### src/rtl/bldc_motion_sequencer.sv
// rtl/bldc_motion_sequencer.sv - BLDC enable/direction/duty sequencer with duty ramping and fault latching
package bldc_motion_sequencer_pkg;
  typedef enum logic [1:0] {
    DIR_NONE = 2'd0,
    DIR_CW   = 2'd1,
    DIR_CCW  = 2'd2
  } rotation_direction_t;

  typedef logic [2:0] hall_states_t;
endpackage

module bldc_motion_sequencer
  import bldc_motion_sequencer_pkg::*;
#(
  parameter int duty_width          = 11,
  parameter int max_duty            = 1002,
  parameter int stop_timeout_cycles = 5_400_000,
  parameter int prescaler_width     = 16
) (
  input  logic                       clk,
  input  logic                       reset,
  input  logic                       enable_req,
  input  rotation_direction_t        target_dir,
  input  logic [duty_width-1:0]      target_duty,
  input  logic [duty_width-1:0]      ramp_step,
  input  logic [prescaler_width-1:0] ramp_div,
  input  hall_states_t               hall_values,
  input  logic                       hall_error,
  input  logic                       fault_n,
  input  logic                       overcurrent_n,
  input  logic                       fault_clear,
  output logic                       gate_enable,
  output rotation_direction_t        dir,
  output logic [duty_width-1:0]      duty,
  output logic [2:0]                 seq_state,
  output logic [2:0]                 fault_cause,
  output logic                       at_target
);

  typedef enum logic [2:0] {
    ST_IDLE      = 3'd0,
    ST_RAMP      = 3'd1,
    ST_RUN       = 3'd2,
    ST_RAMP_DOWN = 3'd3,
    ST_WAIT_STOP = 3'd4,
    ST_FAULT     = 3'd5
  } seq_state_t;

  localparam int stop_cnt_width = $clog2(stop_timeout_cycles);
  localparam logic [stop_cnt_width-1:0] stop_last = stop_cnt_width'(stop_timeout_cycles - 1);
  localparam logic [duty_width-1:0] max_duty_c = duty_width'(max_duty);
  localparam logic [duty_width-1:0] duty_zero  = '0;

  seq_state_t                 state_q, state_d;
  logic                       fault_s1, fault_s2, oc_s1, oc_s2;
  hall_states_t               hall_s1, hall_s2, hall_prev;
  logic                       hall_change;
  logic [2:0]                 fault_src;
  logic                       fault_entry;
  logic [prescaler_width-1:0] presc;
  logic                       tick;
  logic [stop_cnt_width-1:0]  stop_cnt;
  logic [duty_width-1:0]      eff_target, step_eff, duty_step, duty_d;
  logic                       gate_d, at_target_d;
  rotation_direction_t        dir_d;
  logic [2:0]                 cause_d;

  // Move cur toward goal by at most stp, landing exactly on goal when within reach
  function automatic logic [duty_width-1:0] approach(input logic [duty_width-1:0] cur,
                                                      input logic [duty_width-1:0] goal,
                                                      input logic [duty_width-1:0] stp);
    if (goal >= cur) return (goal - cur <= stp) ? goal : cur + stp;
    else             return (cur - goal <= stp) ? goal : cur - stp;
  endfunction

  assign eff_target  = (target_duty > max_duty_c) ? max_duty_c : target_duty;
  assign step_eff    = (ramp_step == duty_zero) ? duty_width'(1) : ramp_step;
  assign hall_change = (hall_s2 != hall_prev);
  // hall_error only matters while the bridge is actually driven
  assign fault_src   = {hall_error & gate_enable, ~oc_s2, ~fault_s2};
  assign fault_entry = |fault_src;
  // >= rather than == so a shrinking ramp_div cannot strand the prescaler above it
  assign tick        = (presc >= ramp_div);
  assign seq_state   = state_q;

  // Two-flop synchronizers for the asynchronous fault lines and hall inputs
  always_ff @(posedge clk) begin
    if (reset) begin
      fault_s1  <= 1'b1;
      fault_s2  <= 1'b1;
      oc_s1     <= 1'b1;
      oc_s2     <= 1'b1;
      hall_s1   <= '1;
      hall_s2   <= '1;
      hall_prev <= '1;
    end else begin
      fault_s1  <= fault_n;
      fault_s2  <= fault_s1;
      oc_s1     <= overcurrent_n;
      oc_s2     <= oc_s1;
      hall_s1   <= hall_values;
      hall_s2   <= hall_s1;
      hall_prev <= hall_s2;
    end
  end

  // State register
  always_ff @(posedge clk) begin
    if (reset) state_q <= ST_IDLE;
    else       state_q <= state_d;
  end

  // Next-state decision; fault entry overrides everything
  always_comb begin
    state_d = state_q;
    case (state_q)
      ST_IDLE:
        if (enable_req && target_dir != DIR_NONE && fault_cause == 3'b000) state_d = ST_RAMP;
      ST_RAMP:
        if (!enable_req || target_dir != dir) state_d = ST_RAMP_DOWN;
        else if (duty == eff_target)          state_d = ST_RUN;
      ST_RUN:
        if (!enable_req || target_dir != dir) state_d = ST_RAMP_DOWN;
        else if (duty != eff_target)          state_d = ST_RAMP;
      ST_RAMP_DOWN:
        if (duty == duty_zero)                       state_d = ST_WAIT_STOP;
        else if (enable_req && target_dir == dir)    state_d = ST_RAMP;
      ST_WAIT_STOP:
        if (!hall_change && stop_cnt == stop_last) state_d = ST_IDLE;
      ST_FAULT:
        if (fault_clear && !fault_entry) state_d = ST_WAIT_STOP;
      default:
        state_d = ST_IDLE;
    endcase
    if (fault_entry) state_d = ST_FAULT;
  end

  // Next output values derived from the state being entered
  always_comb begin
    duty_step = duty;
    if (tick && state_q == ST_RAMP)           duty_step = approach(duty, eff_target, step_eff);
    else if (tick && state_q == ST_RAMP_DOWN) duty_step = approach(duty, duty_zero, step_eff);
    gate_d      = 1'b0;
    dir_d       = dir;
    duty_d      = duty_zero;
    cause_d     = fault_cause;
    at_target_d = 1'b0;
    case (state_d)
      ST_IDLE: dir_d = DIR_NONE;
      ST_RAMP: begin
        gate_d = 1'b1;
        duty_d = duty_step;
        if (state_q == ST_IDLE) dir_d = target_dir;
      end
      ST_RUN: begin
        gate_d      = 1'b1;
        duty_d      = duty_step;
        at_target_d = 1'b1;
      end
      ST_RAMP_DOWN: begin
        gate_d = 1'b1;
        duty_d = duty_step;
      end
      ST_WAIT_STOP: if (state_q == ST_FAULT) cause_d = 3'b000;
      ST_FAULT:     cause_d = fault_cause | fault_src;
      default: ;
    endcase
  end

  // Registered outputs
  always_ff @(posedge clk) begin
    if (reset) begin
      gate_enable <= 1'b0;
      dir         <= DIR_NONE;
      duty        <= '0;
      fault_cause <= 3'b000;
      at_target   <= 1'b0;
    end else begin
      gate_enable <= gate_d;
      dir         <= dir_d;
      duty        <= duty_d;
      fault_cause <= cause_d;
      at_target   <= at_target_d;
    end
  end

  // Ramp prescaler: restarts on entry to either ramp state, idle at 0 elsewhere
  always_ff @(posedge clk) begin
    if (reset)                                                  presc <= '0;
    else if (state_d == ST_RAMP && state_q != ST_RAMP)          presc <= '0;
    else if (state_d == ST_RAMP_DOWN && state_q != ST_RAMP_DOWN) presc <= '0;
    else if (state_q == ST_RAMP || state_q == ST_RAMP_DOWN)     presc <= tick ? '0 : presc + prescaler_width'(1);
    else                                                        presc <= '0;
  end

  // Rotor-stop timer: counts quiet cycles in WAIT_STOP, restarts on any hall edge
  always_ff @(posedge clk) begin
    if (reset || state_q != ST_WAIT_STOP) stop_cnt <= '0;
    else if (hall_change)                 stop_cnt <= '0;
    else if (stop_cnt != stop_last)       stop_cnt <= stop_cnt + stop_cnt_width'(1);
  end

endmodule

### config.mk
export PLATFORM = sky130hd
export DESIGN_NAME = bldc_motion_sequencer
export DESIGN_NICKNAME = d
export VERILOG_FILES = /design/src/rtl/bldc_motion_sequencer.sv
export SDC_FILE = /design/constraint.sdc
export NUM_CORES = 1
export LEC_CHECK = 0
export ABC_AREA = 0
export CORE_MARGIN = 1
export CORE_UTILIZATION = 59
export DETAILED_ROUTE_END_ITERATION = 10
export MAX_ROUTING_LAYER = met4
export PLACE_DENSITY = 0.83
export RECOVER_POWER = 50
export SETUP_SLACK_MARGIN = 0.2
export SLEW_MARGIN = 30
export SYNTH_ARGS = -nofsm -noshare
export SYNTH_HDL_FRONTEND = slang
export SYNTH_SLANG_ARGS = --single-unit
export TNS_END_PERCENT = 30
### constraint.sdc
create_clock -name clk -period 5.8 [get_ports clk]
set_clock_uncertainty 0.15 [all_clocks]
set_input_delay 0.87 -clock clk [delete_from_list [all_inputs] [get_ports clk]]
set_output_delay 0.87 -clock clk [all_outputs]
set_load 0.02 [all_outputs]
==> Word-level counts from Yosys, hierarchy flattened <==
Index checks and enable logic that the tools add are counted.
{ "totals": {"wordCells": 116, "input_bits": 50, "output_inout_bits": 21, "register_bits": 73} }
{ "classes": {"magnitude_cmp": 8, "n_reduce_logical": 31, "n_addsub": 7, "bitwise": 6, "mux": 27, "eq_ne": 22} }
{ "op_table": {"columns": ["op", "n"], "rows": [
  ["11-bit two-way mux", 10],
  ["11-bit less-or-equal comparator", 4],
  ["3-bit two-way mux", 11],
  ["11-bit subtractor", 3],
  ["23-bit by 1-bit adder with 23-bit output (second input constant)", 1],
  ["23-bit equality test (second input constant)", 1],
  ["23-bit inequality test (second input constant)", 1],
  ["11-bit logical NOT", 2],
  ["3-bit case mux with 6 select lines", 1],
  ["16-bit by 1-bit adder with 16-bit output (second input constant)", 1],
  ["16-bit greater-or-equal comparator", 1],
  ["3-bit by 2-bit equality test with 1-bit output (second input constant)", 4],
  ["3-bit equality test (second input constant)", 4],
  ["11-bit adder", 1],
  ["11-bit equality test", 1],
  ["1-bit by 11-bit greater-or-equal comparator with 1-bit output (first input constant)", 1],
  ["11-bit greater-or-equal comparator", 1],
  ["11-bit by 10-bit > comparator with 1-bit output (second input constant)", 1],
  ["11-bit inequality test", 1],
  ["1-bit by 11-bit subtractor with 11-bit output (first input constant)", 1],
  ["1-bit logical AND", 9],
  ["3-bit logical NOT", 3],
  ["2-bit nonzero test", 4],
  ["3-bit by 1-bit equality test with 1-bit output (second input constant)", 2],
  ["20 further kinds", 32]
]} }

==> Depth between registers and ports, before layout <==
{ "depth": {"word_depth": 11, "mapped_depth": 26, "mapped_depth_nobuf": 25} }

==> Worst setup path before layout <==
No wires, ideal clock.
{ "synth_timing": {"kind": "input port to flip-flop", "startpoint": "input port target_duty[0]", "endpoint": "register duty[4]", "t_required_ns": 5.530, "setup_ns": 0.120, "arrival_ns": 5.024, "path_stages": 23, "path_buffers": 1, "path_slack_ns": 0.507, "path_cell_list": "a21o_1 a21oi_1 nor2_1 nor3_1 inv_1 fa_1 a21o_1 a21oi_1 o21bai_1 a21oi_1 o21bai_1 a21oi_1 xnor2_1 ha_1 and3_1 nand4_1 a21o_1 a31oi_1 nor2b_1 clkbuf_1 a22oi_1 o2111a_1 o31a_1"} }
{ "synth_via": {"elab_chain_len": 11, "word_cells_on_any_way": 25, "classes_between": "2 x add/sub; 4 x order compare; 5 x eq/ne; 11 x mux; 1 x bitwise; 2 x reduce/logical"} }
{ "synth_lines": {"columns": ["element", "line", "source"], "rows": [
  ["start, declared", "24", "input logic [duty_width-1:0] target_duty,"],
  ["11-bit by 10-bit > comparator with 1-bit output", "76", "assign eff_target = (target_duty > max_duty_c) ? max_duty_c : target_duty;"],
  ["11-bit two-way mux (*)", "76", null],
  ["branches (longest 9 deep; another with 11-bit subtractor)", null, null],
  ["end signal, assigned", "181", "duty <= duty_d;"],
  ["end, declared", "34", "output logic [duty_width-1:0] duty,"]
]} }
Mark *: on every way between the ends.
A chain may end at the register's enable or synchronous reset.

==> Worst setup path after layout <==
{ "layout_timing": {"startpoint": "input port target_duty[8]", "endpoint": "register duty[7]"} }
The elaborated chain is that of the path after synthesis.

==> PnR_summary.wiki <==
{| class="wikitable"
! Metric !! Value
|-
| Maximum VDD drop || 0.211 mV
|-
| Final min period || 5.37 ns
|-
| Share of total power in sequential cells || 34.6%
|-
| Main area contributors after synthesis || sky130_fd_sc_hd__dfxtp_1 21%, sky130_fd_sc_hd__ha_1 17%, sky130_fd_sc_hd__xnor2_1 5.9%
|-
| Die Ht || 109 um
|-
| Mean routed wirelength per cell || 17.6 um
|-
| Number of port buffers || 70
|-
| Initial core utilization || 61.7%
|-
| Cell area after synthesis || 6800 sq um
|-
| Post-synth cell types || 72
|-
| Area growth from synthesis to final layout || 18.6%
|-
| Commonest cells in the synthesized netlist || 91 x sky130_fd_sc_hd__ha_1, 76 x sky130_fd_sc_hd__nor2_1, 73 x sky130_fd_sc_hd__dfxtp_1
|-
| Max stage delay on crit path || 0.49 ns
|-
| Worst Path Max Fanout || 6
|-
| Chip Width || 109 um
|-
| Routed WL || 18900 um
|-
| CTS tree || done
|-
| Area share of the largest cell type after synthesis || 21.5%
|-
| Part of the power in the clock network || 40.6%
|-
| Number of flops mapped to enable cells by yosys || 0
|-
| Drt initial violations || 485
|-
| Synthesis warning total || 0
|-
| Final total power || 0.00156 W
|-
| Data required time at the worst endpoint || 5.89 ns
|-
| Core region area || 11000 sq um
|-
| Standby leakage power || 3.42 nW
|-
| Met2 track utilization from global routing || 59.5%
|-
| Register bit total from synthesis || 73
|-
| Global-route wire length before repair || 30300 um
|-
| Filler cell count || 877
|-
| Achievable frequency || 186 MHz
|-
| Max_slew headroom || 24.2%
|-
| Residual antenna-violating net count after detailed routing || 0
|-
| Share of the clock period used by the worst path after layout || 92.7%
|-
| Avg Synthesized Cell Area || 7.85 sq um
|-
| Footprint of the flip-flops and latches || 1460 sq um
|-
| Post-synth top area cell || sky130_fd_sc_hd__dfxtp_1
|-
| Maximum number of pins on one net before global-route repair || 25
|-
| Number of H-tree levels || 3
|-
| Max-slew violation count || 0
|-
| Total overflow reported by the global router || 0
|-
| Startpoint type of the worst setup path || input pin
|-
| Worst hold path class || reg -> reg
|-
| Endpoint arrival time on the critical path || 5.47 ns
|-
| Setup repair after global routing missed its margin || true
|-
| Max-cap violations || 0
|-
| Standard cell with the maximum stage delay on the critical path || sky130_fd_sc_hd__clkdlybuf4s50_1
|-
| Via count of the first global-routing pass || 6414
|-
| Gate power share || 24.8%
|-
| Via-per-instance ratio || 6.03
|-
| Setup TNS Final || 0 ns
|-
| Clock Latency Late Sink || 0.35 ns
|-
| Detailed-router iteration count before antenna repair || 5
|-
| Type of the worst setup path || in -> reg
|-
| ANT cells || 0
|-
| Cell at the root of the clock tree || sky130_fd_sc_hd__clkbuf_16
|-
| Cells after synthesis || 866
|-
| Sequential share of the synthesized area || 21.5%
|-
| Sort of element at the end of the critical path || register
|-
| Result of the run || finished clean
|-
| Sw frac || 30.4%
|-
| Maximum buffer depth of the clock tree || 2
|-
| Most common cell in the netlist || sky130_fd_sc_hd__ha_1
|-
| Share of cells above drive strength 1 || 9.75%
|-
| Setup violation total in the final timing report || 0
|-
| Clock Sinks || 73
|-
| DRC || 0
|-
| Worst Tran Pin Value || 1.13 ns
|-
| Number of vias after detailed routing || 6467
|-
| Clock slew at the register clock pins of the worst setup and hold paths || 0.07 ns
|-
| Layout net count || 1073
|-
| Internal power || 0.00108 W
|-
| Met3 track demand over resource || 4.51%
|-
| Number of endpoints with negative hold slack in the final report || 0
|-
| Psw || 0.000474 W
|-
| Top-Level Pins || 71
|-
| Total power density per cell area || 193 nW/um^2
|-
| Number of nets in the synthesized netlist || 1011
|-
| Grt peak-use layer || met2
|-
| Met1 usage in global routing || 38.3%
|-
| Most used flip-flop cell after synthesis || sky130_fd_sc_hd__dfxtp_1
|-
| Global routing usage summed across all routing layers || 34.0%
|-
| Post-DP HPWL || 14700 um
|-
| Std cell rows || 38
|-
| Die area || 12000 sq um
|-
| Antenna violations before repair || 0
|-
| Inserted Clock Buffers || 9
|-
| RePlAce Congestion || 0.942
|-
| Multi-input gate area in the final layout || 4960 sq um
|-
| Share of flip-flops with an asynchronous set or reset after synthesis || 0%
|}
==> worst paths after layout <==
| kind | from | to | slack (ns) | depth (start not counted) |
|---|---|---|---|---|
| min reg2reg | hall_s1[1] | hall_s2[1] | 0.26 | 1 |
| max | target_duty[8] | duty[7] | 0.43 | 26 |
| max reg2reg | duty[1] | duty[9] | 1.10 | 20 |
| min | hall_s1[1] | hall_s2[1] | 0.26 | 1 |
==> critical path, delay by kind of cell <==
kind / cells / cell delay [ns]
buffers and inverters: 3 / 0.74
AND/OR/NAND/NOR: 8 / 1.08
XOR/XNOR: 1 / 0.15
adder cells (fa/ha/maj): 3 / 0.78
AO/OA/AOI/OAI: 11 / 1.83
==> layout make-up <==
class / instances / area share (%)
inverter: 71 / 3.30
timing repair buffer: 92 / 10.7
tap: 140 / 2.17
clock inverter: 6 / 1.21
clock buffer: 10 / 2.96
sequential: 73 / 18.1
multi-input combinational: 681 / 61.5
==> power groups by stage <==
stage / Sequential [W] / Clock (W) / Combinational, W
after floorplan: 0.000551 / 0 / 0.000239
after global placement: 0.000550 / 0 / 0.000361
after detailed placement: 0.000550 / 0 / 0.000371
after CTS: 0.000540 / 0.000637 / 0.000375
after global routing: 0.000542 / 0.000661 / 0.000418
final: 0.000539 / 0.000632 / 0.000386
==> logic make-up (layout without fill, tap and decap cells) <==
family / count (synthesis) / after routing / share of synthesized area (%)
XOR/XNOR: 79 / 79 / 10.2
other: 1 / 1 / 0.0551
multiplexers: 4 / 4 / 0.589
AND/OR/NAND/NOR: 308 / 308 / 23.6
buffers and inverters: 112 / 179 / 6.79
AO/OA/AOI/OAI: 194 / 194 / 19.4
flip-flops: 73 / 73 / 21.5
adder cells (fa/ha/maj): 95 / 95 / 17.9
==> metal layers <==
metal  vias to the layer above  share of wire [%]  routed length, um
met2                       216                 50               9470
met4                         0                3.6                685
met5                         -                  0                  0
met3                        48                4.6                874
met1                      3013                 42               7910
li1                       3190                  -                  -
==> through the flow <==
step | utilization (%) | hold WS [ns] | setup WS [ns] | instance area [sq um] | instances
6_report | 73.1 | 0.258 | 0.426 | 8060 | 1073
5_1_grt | 73.1 | 0.270 | 0.141 | 8060 | 1073
4_1_cts | 72.3 | 0.259 | 0.255 | 7980 | 1072
3_5_place_dp | 69.3 | 0.244 | -0.0862 | 7640 | 1056
3_3_place_gp | 69.3 | 0.241 | 0.0812 | 7640 | 1056
2_1_floorplan | - | 0.239 | 0.507 | 6800 | 866
==> sequential cells by signal, indices dropped and copies added, names as in the netlist <==
signal       flops
oc_s1            1
fault_cause      3
at_target        1
hall_prev        3
duty            11
seq_state        3
presc           16
oc_s2            1
hall_s1          3
fault_s2         1
hall_s2          3
gate_enable      1
dir              2
fault_s1         1
stop_cnt        23
==> timing repair <==
action                                  in CTS  in global routing
hold buffers                                 0                  0
setup buffers                                0                  1
endpoints found under the setup margin       0                 11
gates resized for setup                      0                 25
==> placed cells by master (no fill, tap or decap), types with 6 or more instances in the layout <==
cell type                         netlist  layout
sky130_fd_sc_hd__and3_1                11      10
sky130_fd_sc_hd__dlygate4sd3_1          0      22
sky130_fd_sc_hd__xor2_1                33      33
sky130_fd_sc_hd__or2_2                 15      15
sky130_fd_sc_hd__clkbuf_16              0       9
sky130_fd_sc_hd__clkdlybuf4s50_1        0      48
sky130_fd_sc_hd__nand2b_1              14      14
sky130_fd_sc_hd__o211ai_1               7       7
sky130_fd_sc_hd__a21o_1                18      18
sky130_fd_sc_hd__ha_1                  91      91
sky130_fd_sc_hd__nor2b_1               18      17
sky130_fd_sc_hd__nand2_1               55      55
sky130_fd_sc_hd__a21oi_1               55      50
sky130_fd_sc_hd__buf_4                  5      22
sky130_fd_sc_hd__nor2_1                76      75
sky130_fd_sc_hd__a221o_1                6       6
sky130_fd_sc_hd__dfxtp_1               73      73
sky130_fd_sc_hd__nand4_1               12      12
sky130_fd_sc_hd__nand3_1               31      30
sky130_fd_sc_hd__nor4_1                10       9
sky130_fd_sc_hd__a221oi_1              11      11
sky130_fd_sc_hd__or3_1                  7       7
sky130_fd_sc_hd__inv_1                 70      69
sky130_fd_sc_hd__o21ai_0               36      33
sky130_fd_sc_hd__nor2_2                10      10
sky130_fd_sc_hd__xnor2_1               46      46
sky130_fd_sc_hd__nor3_1                25      23
(Power assumes the default switching activity.)
